<file path="src/rtl/pipe_stall_regs.sv">
`default_nettype none
// ============================================================================
// Module      : pipe_stall_regs
// Description : Front-end pipeline registers (PC, IF/ID, ID/EX, EX/MEM
//               hazard fields) with branch redirect, stall counter and
//               stall watchdog.
// Revision    : 1.0 - initial release
// ============================================================================
module pipe_stall_regs #(
    parameter int PC_W  = 16,
    parameter int IW    = 16,
    parameter int CW    = 8,
    parameter int CNT_W = 16
) (
    input  logic             clk,
    input  logic             rst,
    input  logic             PC_Hold,
    input  logic             IF_ID_Hold,
    input  logic             ID_EX_Flush,
    input  logic             Branch_Taken,
    input  logic [PC_W-1:0]  Branch_Target,
    input  logic [IW-1:0]    IF_Instr,
    input  logic [2:0]       ID_RD,
    input  logic             ID_RegWrite,
    input  logic [CW-1:0]    ID_Ctrl,
    output logic [PC_W-1:0]  PC,
    output logic [IW-1:0]    IF_ID_Instr,
    output logic [PC_W-1:0]  IF_ID_PC1,
    output logic [2:0]       ID_EX_RD,
    output logic             ID_EX_RegWrite,
    output logic [CW-1:0]    ID_EX_Ctrl,
    output logic [2:0]       EX_MEM_RD,
    output logic             EX_MEM_RegWrite,
    output logic [CNT_W-1:0] Stall_Count,
    output logic             Stall_Error
);

    localparam logic [1:0] c_RUN_MAX   = 2'd3;
    localparam logic [1:0] c_RUN_LIMIT = 2'd2;

    logic [PC_W-1:0] w_pc_inc;
    logic            w_stall;
    logic [1:0]      r_run;

    assign w_pc_inc = PC + {{(PC_W-1){1'b0}}, 1'b1};
    // A taken branch overrides any hold, so that edge is never a stall.
    assign w_stall  = IF_ID_Hold & ~Branch_Taken;

    always_ff @(posedge clk or posedge rst) begin
        if (rst) begin
            PC              <= '0;
            IF_ID_Instr     <= '0;
            IF_ID_PC1       <= '0;
            ID_EX_RD        <= '0;
            ID_EX_RegWrite  <= 1'b0;
            ID_EX_Ctrl      <= '0;
            EX_MEM_RD       <= '0;
            EX_MEM_RegWrite <= 1'b0;
            Stall_Count     <= '0;
            Stall_Error     <= 1'b0;
            r_run           <= '0;
        end else begin
            if (Branch_Taken) begin
                PC <= Branch_Target;
            end else if (!PC_Hold) begin
                PC <= w_pc_inc;
            end

            if (Branch_Taken) begin
                IF_ID_Instr <= '0;
                IF_ID_PC1   <= '0;
            end else if (!IF_ID_Hold) begin
                IF_ID_Instr <= IF_Instr;
                IF_ID_PC1   <= w_pc_inc;
            end

            if (Branch_Taken || ID_EX_Flush) begin
                ID_EX_RD       <= '0;
                ID_EX_RegWrite <= 1'b0;
                ID_EX_Ctrl     <= '0;
            end else begin
                ID_EX_RD       <= ID_RD;
                ID_EX_RegWrite <= ID_RegWrite;
                ID_EX_Ctrl     <= ID_Ctrl;
            end

            EX_MEM_RD       <= ID_EX_RD;
            EX_MEM_RegWrite <= ID_EX_RegWrite;

            if (w_stall) begin
                if (Stall_Count != '1) begin
                    Stall_Count <= Stall_Count + {{(CNT_W-1){1'b0}}, 1'b1};
                end
                if (r_run != c_RUN_MAX) begin
                    r_run <= r_run + 2'd1;
                end
                // A legitimate RAW stall never exceeds two consecutive cycles.
                if (r_run == c_RUN_LIMIT) begin
                    Stall_Error <= 1'b1;
                end
            end else begin
                r_run <= '0;
            end
        end
    end

endmodule
`default_nettype wire

</file>
<file path="config.mk">
export PLATFORM = sky130hd
export DESIGN_NAME = pipe_stall_regs
export DESIGN_NICKNAME = d
export VERILOG_FILES = /design/src/rtl/pipe_stall_regs.sv
export SDC_FILE = /design/constraint.sdc
export NUM_CORES = 1
export LEC_CHECK = 0
export ABC_AREA = 1
export BUFFER_PORTS_ARGS = -buffer_cell sky130_fd_sc_hd__buf_2
export CORE_MARGIN = 2
export CORE_UTILIZATION = 40
export DETAILED_ROUTE_END_ITERATION = 10
export PLACE_DENSITY_LB_ADDON = 0.3
export SYNTH_ARGS = -nofsm -noshare
export SYNTH_HDL_FRONTEND = slang
export SYNTH_SLANG_ARGS = --single-unit
</file>
<file path="constraint.sdc">
create_clock -name clk -period 7.2 [get_ports clk]
set_input_delay 0.72 -clock clk [delete_from_list [all_inputs] [get_ports clk]]
set_output_delay 0.72 -clock clk [all_outputs]
set_load 0.02 [all_outputs]
</file>
# Word-level counts from Yosys, hierarchy flattened
# Cells that the tools add are included.
dict set report word_totals {
  reg_bits 83
  in_bits 50
  out_inout_bits 81
  elab_cells 36
}
dict set report op_classes {
  n_addsub 3
  n_eq_ne 6
  n_mux 11
  bitwise_logic 2
  reduce_logical 3
}
# op n
set ops {}
lappend ops {{$mux 16} 6}
lappend ops {{$add 16x1->16 const B} 2}
lappend ops {{$ne 16x16->1 const B} 1}
lappend ops {{$mux 8} 1}
lappend ops {{$ne 2x1->1 const B} 3}
lappend ops {{$mux 2} 2}
lappend ops {{$reduce_and 2->1} 2}
lappend ops {{$mux 3} 1}
lappend ops {{$add 2x1->2 const B} 1}
lappend ops {{$eq 2x2->1 const B} 1}
lappend ops {{$ne 2x2->1 const B} 1}
lappend ops {{$and 1x1->1} 1}
lappend ops {{$logic_or 1x1->1} 1}
lappend ops {{$mux 1} 1}
lappend ops {{$not 1->1} 1}

# Logic depth before layout (Yosys ltp)
dict set report logic_depth {
  word_depth 3
  ltp_mapped 11
  depth_no_buf 10
}

# Worst setup path before layout
# Ideal clock, no wire load.
dict set report synth_path {
  path_kind {reg2reg}
  start {register Stall_Count[0]}
  end {register Stall_Count[13]}
  setup_ns 0.117
  arrival_time_ns 1.437
  t_required_ns 7.083
  slack_ns 5.646
  path_stages_with_launch 12
  path_buffers 1
  synth_period_minus_slack_ns 1.554
  cell_sequence {dfrtp_1 ha_1 nand3_2 inv_2 nand2_2 inv_2 nand2_2 nand2_4 inv_4 buf_6 nand2_1 nand2_1}
}
dict set report synth_between {
  elab_chain_len 2
  elab_cells_between_ends 3
  cone_classes {add/sub (1); eq/ne (1); reduce/logical (1)}
}
# element line_no
set synth_rtl {}
lappend synth_rtl {{start, declared} 34} ;# output logic [CNT_W-1:0] Stall_Count,
lappend synth_rtl {{start signal, assigned} 92} ;# Stall_Count <= Stall_Count + {{(CNT_W-1){1'b0}}, 1'b1};
lappend synth_rtl {{branches (longest 2 deep; another with $add 16x1->16)} n/a}
# Parallel ways; which one is timed is not known.
# A chain may end at the register's enable or synchronous reset.

# Worst setup path in the final report
dict set report layout_path {
  start {input port Branch_Taken}
  end {register PC[8]}
}
dict set report layout_between {
  elab_chain_len 1
  elab_cells_between_ends 2
  cone_classes {eq/ne (1); mux (1)}
}
# element line_no
set layout_rtl {}
lappend layout_rtl {{start, declared} 20} ;# input logic Branch_Taken,
lappend layout_rtl {{$ne 2x1->1 (no source line) or $mux 16 (tied branches)} n/a}
lappend layout_rtl {{end signal, assigned} 64} ;# PC <= Branch_Target;
lappend layout_rtl {{end signal, assigned} 66} ;# PC <= w_pc_inc;
lappend layout_rtl {{end, declared} 26} ;# output logic [PC_W-1:0] PC,
# Several ways; a longest one is shown, not always the timed one.

==> summary.md <==
| Metric | Value |
|---|---|
| Status | `finished, final reports clean` |
| Cell Pwr Density | `234 mW/mm^2` |
| GRT overflow | `0` |
| Number of synthesized register bits | `83` |
| Initial antenna violation count | `0` |
| Residual DRC count | `0` |
| Total power | `1.15 mW` |
| Drt first pass iters | `5` |
| Final HPWL DP | `7.20 mm` |
| Clock Skews | `approximately 0.013 ns` |
| Worst-Margin Slew | `1.04 ns` |
| RSZ-0062 raised after global routing | `false` |
| Reg area | `0.00208 sq mm` |
| CTS max path bufs | `2` |
| Core Util, Final | `0.506` |
| Max Slew Vio Count | `0` |
| LEAKAGE | `2.75 nW` |
| Total Routing Usage GR | `0.189` |
| R2r startpoint | `PC[0]$_DFFE_PP0P_` |
| Synth top area cells | `dfrtp_1 (53%), nand2_1 (16%), nand3_1 (5.6%), inv_1 (4.5%), nor2_1 (4.3%)` |
| Mapped cell area | `0.00394 sq mm` |
| Worst Setup Start Kind | `input pin` |
| Ys Warns | `0` |
| Synth unique cells | `29` |
| Placed Area | `around 0.0047 sq mm` |
| Root Buffer | `clkbuf_8` |
| Core ar. | `between 0.009 and 0.01 sq mm` |
| Final WS setup | `4.81 ns` |
| # diodes | `0` |
| Commonest cells after routing, fill and taps aside | `nand2_1 (170), buf_2 (130), dfrtp_1 (83), inv_1 (46), nor2_1 (45)` |
| Largest net degree at the start of global routing | `84` |
| Number of global-route vias before repair | `3345` |
| Filler cells | `988` |
| Clock transition at the registers of the reported paths | `0.10 ns` |
| Io pins | `131` |
| PostCTS Resize Cnt | `0` |
| WS Path Type | `input pin to register` |
| H-tree Lvls | `3` |
| Hold_buf cts | `0` |
| Die Ht | `103 um` |
| Final setup violation count | `0` |
| Top cell type's share of synthesized area | `0.527` |
| CTS tree | `done` |
| Crit-path max FO | `34` |
| Drt total wl | `approximately 10 mm` |
| Final hold vios | `0` |
| Clk_lat worst skew | `about 0.35 ns` |
| Postcts setup bufs | `0` |
| Final ANT Viol Nets | `0` |
| First-pass GRT wire length | `15.8 mm` |
| Final instance area | `~0.005 sq mm` |
| P&R area growth vs syn | `24.4%` |
| Peak Freq | `approximately 420 MHz` |
| Vias per inst | `4.74` |
| Multi-input logic area | `0.00158 sq mm` |
| Via count | `3590` |
| DP Worst Slack | `4.43 ns` |
| Final #Nets | `674` |
| Maxcap violations | `0` |
| Total CTS buffers | `9` |
| Slew Limit Headroom | `0.307` |
| Syn Nets | `547` |
| Crit. End Element | `register` |
| Peak supply drop | `140 uV` |
| Syn avg cell area | `7.99 sq um` |
| Synth Instances | `493` |
| Final GP Congestion | `0.915` |
| Initial DRC Count | `190` |
| Minimum clock period after layout | `2.39 ns` |
| Hold crit path type | `register to register` |
| Layout cells sized above 1 | `0.259` |
| Most common cell after layout, fill and taps aside | `nand2_1` |
| Full die area | `0.0107 sq mm` |
| Row cnt | `36` |
| Clock sink count | `83` |
| Final period utilization | `0.332` |
| Input/output buffers | `130` |
| Req. time, crit path | `7.44 ns` |
| Sequential share of the synthesized area | `0.527` |
| Hold path start | `ID_EX_RD[0]$_DFF_PP0_` |
| Setup crit start | `Branch_Taken` |
| Setup TNS Final | `0 ns` |
| Average wire per standard cell | `13.1 um` |
| Die span in x | `103 um` |
| Synth area leader | `dfrtp_1` |
| Critical Path AT | `2.63 ns` |
| Starting Density | `0.407` |
[synth_stat cells]
| cell type | n |
|---|---|
| nand2_1 | 170 |
| dfrtp_1 | 83 |
| inv_1 | 47 |
| nor2_1 | 45 |
| nand3_1 | 44 |
| o21ai_0 | 31 |
| nand4_1 | 10 |
| xnor2_1 | 7 |
| xor2_1 | 7 |
| buf_2 | 6 |
| clkbuf_1 | 6 |
| a21oi_1 | 5 |
| ha_1 | 4 |
| o21bai_1 | 4 |
| inv_2 | 3 |
| nand2_2 | 3 |
| nor2_2 | 3 |
| o211ai_1 | 3 |
| buf_1 | 2 |
| a21o_1 | 1 |
| a22o_1 | 1 |
| buf_4 | 1 |
| buf_6 | 1 |
| clkinv_1 | 1 |
| inv_4 | 1 |
| nand2_4 | 1 |
| nand3_2 | 1 |
| nand3b_1 | 1 |
| or2_2 | 1 |
[final timing paths]
check,to,slack [ns],depth (start not counted)
min in group asynchronous,Stall_Count[13]$_DFFE_PP0P_,0.68,3
min reg2reg,EX_MEM_RD[0]$_DFF_PP0_,0.38,0
max reg2reg,PC[12]$_DFFE_PP0P_,5.55,8
max,PC[8]$_DFFE_PP0P_,4.81,6
max in group asynchronous,Stall_Count[1]$_DFFE_PP0P_,5.86,3
min,EX_MEM_RD[0]$_DFF_PP0_,0.38,0
[power breakdown]
group          total, mW  switching [mW]  internal, mW
sequential         0.559          0.0499         0.509
combinational      0.235           0.154        0.0809
clock              0.353           0.187         0.167
[logic make-up after synthesis]
family | count (synthesis) | share of synthesized area
adders and majority gates | 4 | 0.0127
DFF | 83 | 0.527
AOI/OAI and AO/OA | 45 | 0.0632
and+or+nand+nor | 279 | 0.295
xor gates and xnor gates | 14 | 0.0311
buffers and inverters | 68 | 0.0702
[through the flow]
step / instances / hold slack (ns)
5_1_grt: 758 / 0.388
2_1_floorplan: 493 / 0.494
6_report: 758 / 0.379
4_1_cts: 758 / 0.384
3_3_place_gp: 742 / 0.354
3_5_place_dp: 742 / 0.356
[state kept, by name (all words and copies together) (netlist names), 2 cells and up]
register / count
IF_ID_Instr: 16
IF_ID_PC1: 16
PC: 16
Stall_Count: 16
ID_EX_Ctrl: 8
EX_MEM_RD: 3
ID_EX_RD: 3
r_run: 2
[area by class of cell]
| cell class | count | share of cell area |
|---|---|---|
| flip-flops and latches | 83 | 0.424 |
| multi-input cells | 342 | 0.323 |
| repair buffers | 132 | 0.136 |
| inverters | 52 | 0.0406 |
| well taps | 133 | 0.0340 |
| clock buffers | 9 | 0.0253 |
| clock inverters | 7 | 0.0166 |
[routing by layer]
metal	part of all wire	global-route usage
met4	0.0072	0.0374
met2	0.49	0.300
met1	0.44	0.264
met5	0	0
met3	0.072	0.0511
[worst max-delay path, cell delays in order]
cell and delay, ns:
buf_2 0.38, clkinv_1 0.91, nand3_1 0.39, nand2_1 0.08
nand2_1 0.06, o21ai_0 0.08
Note: power is estimated with default switching activity, not from simulation.
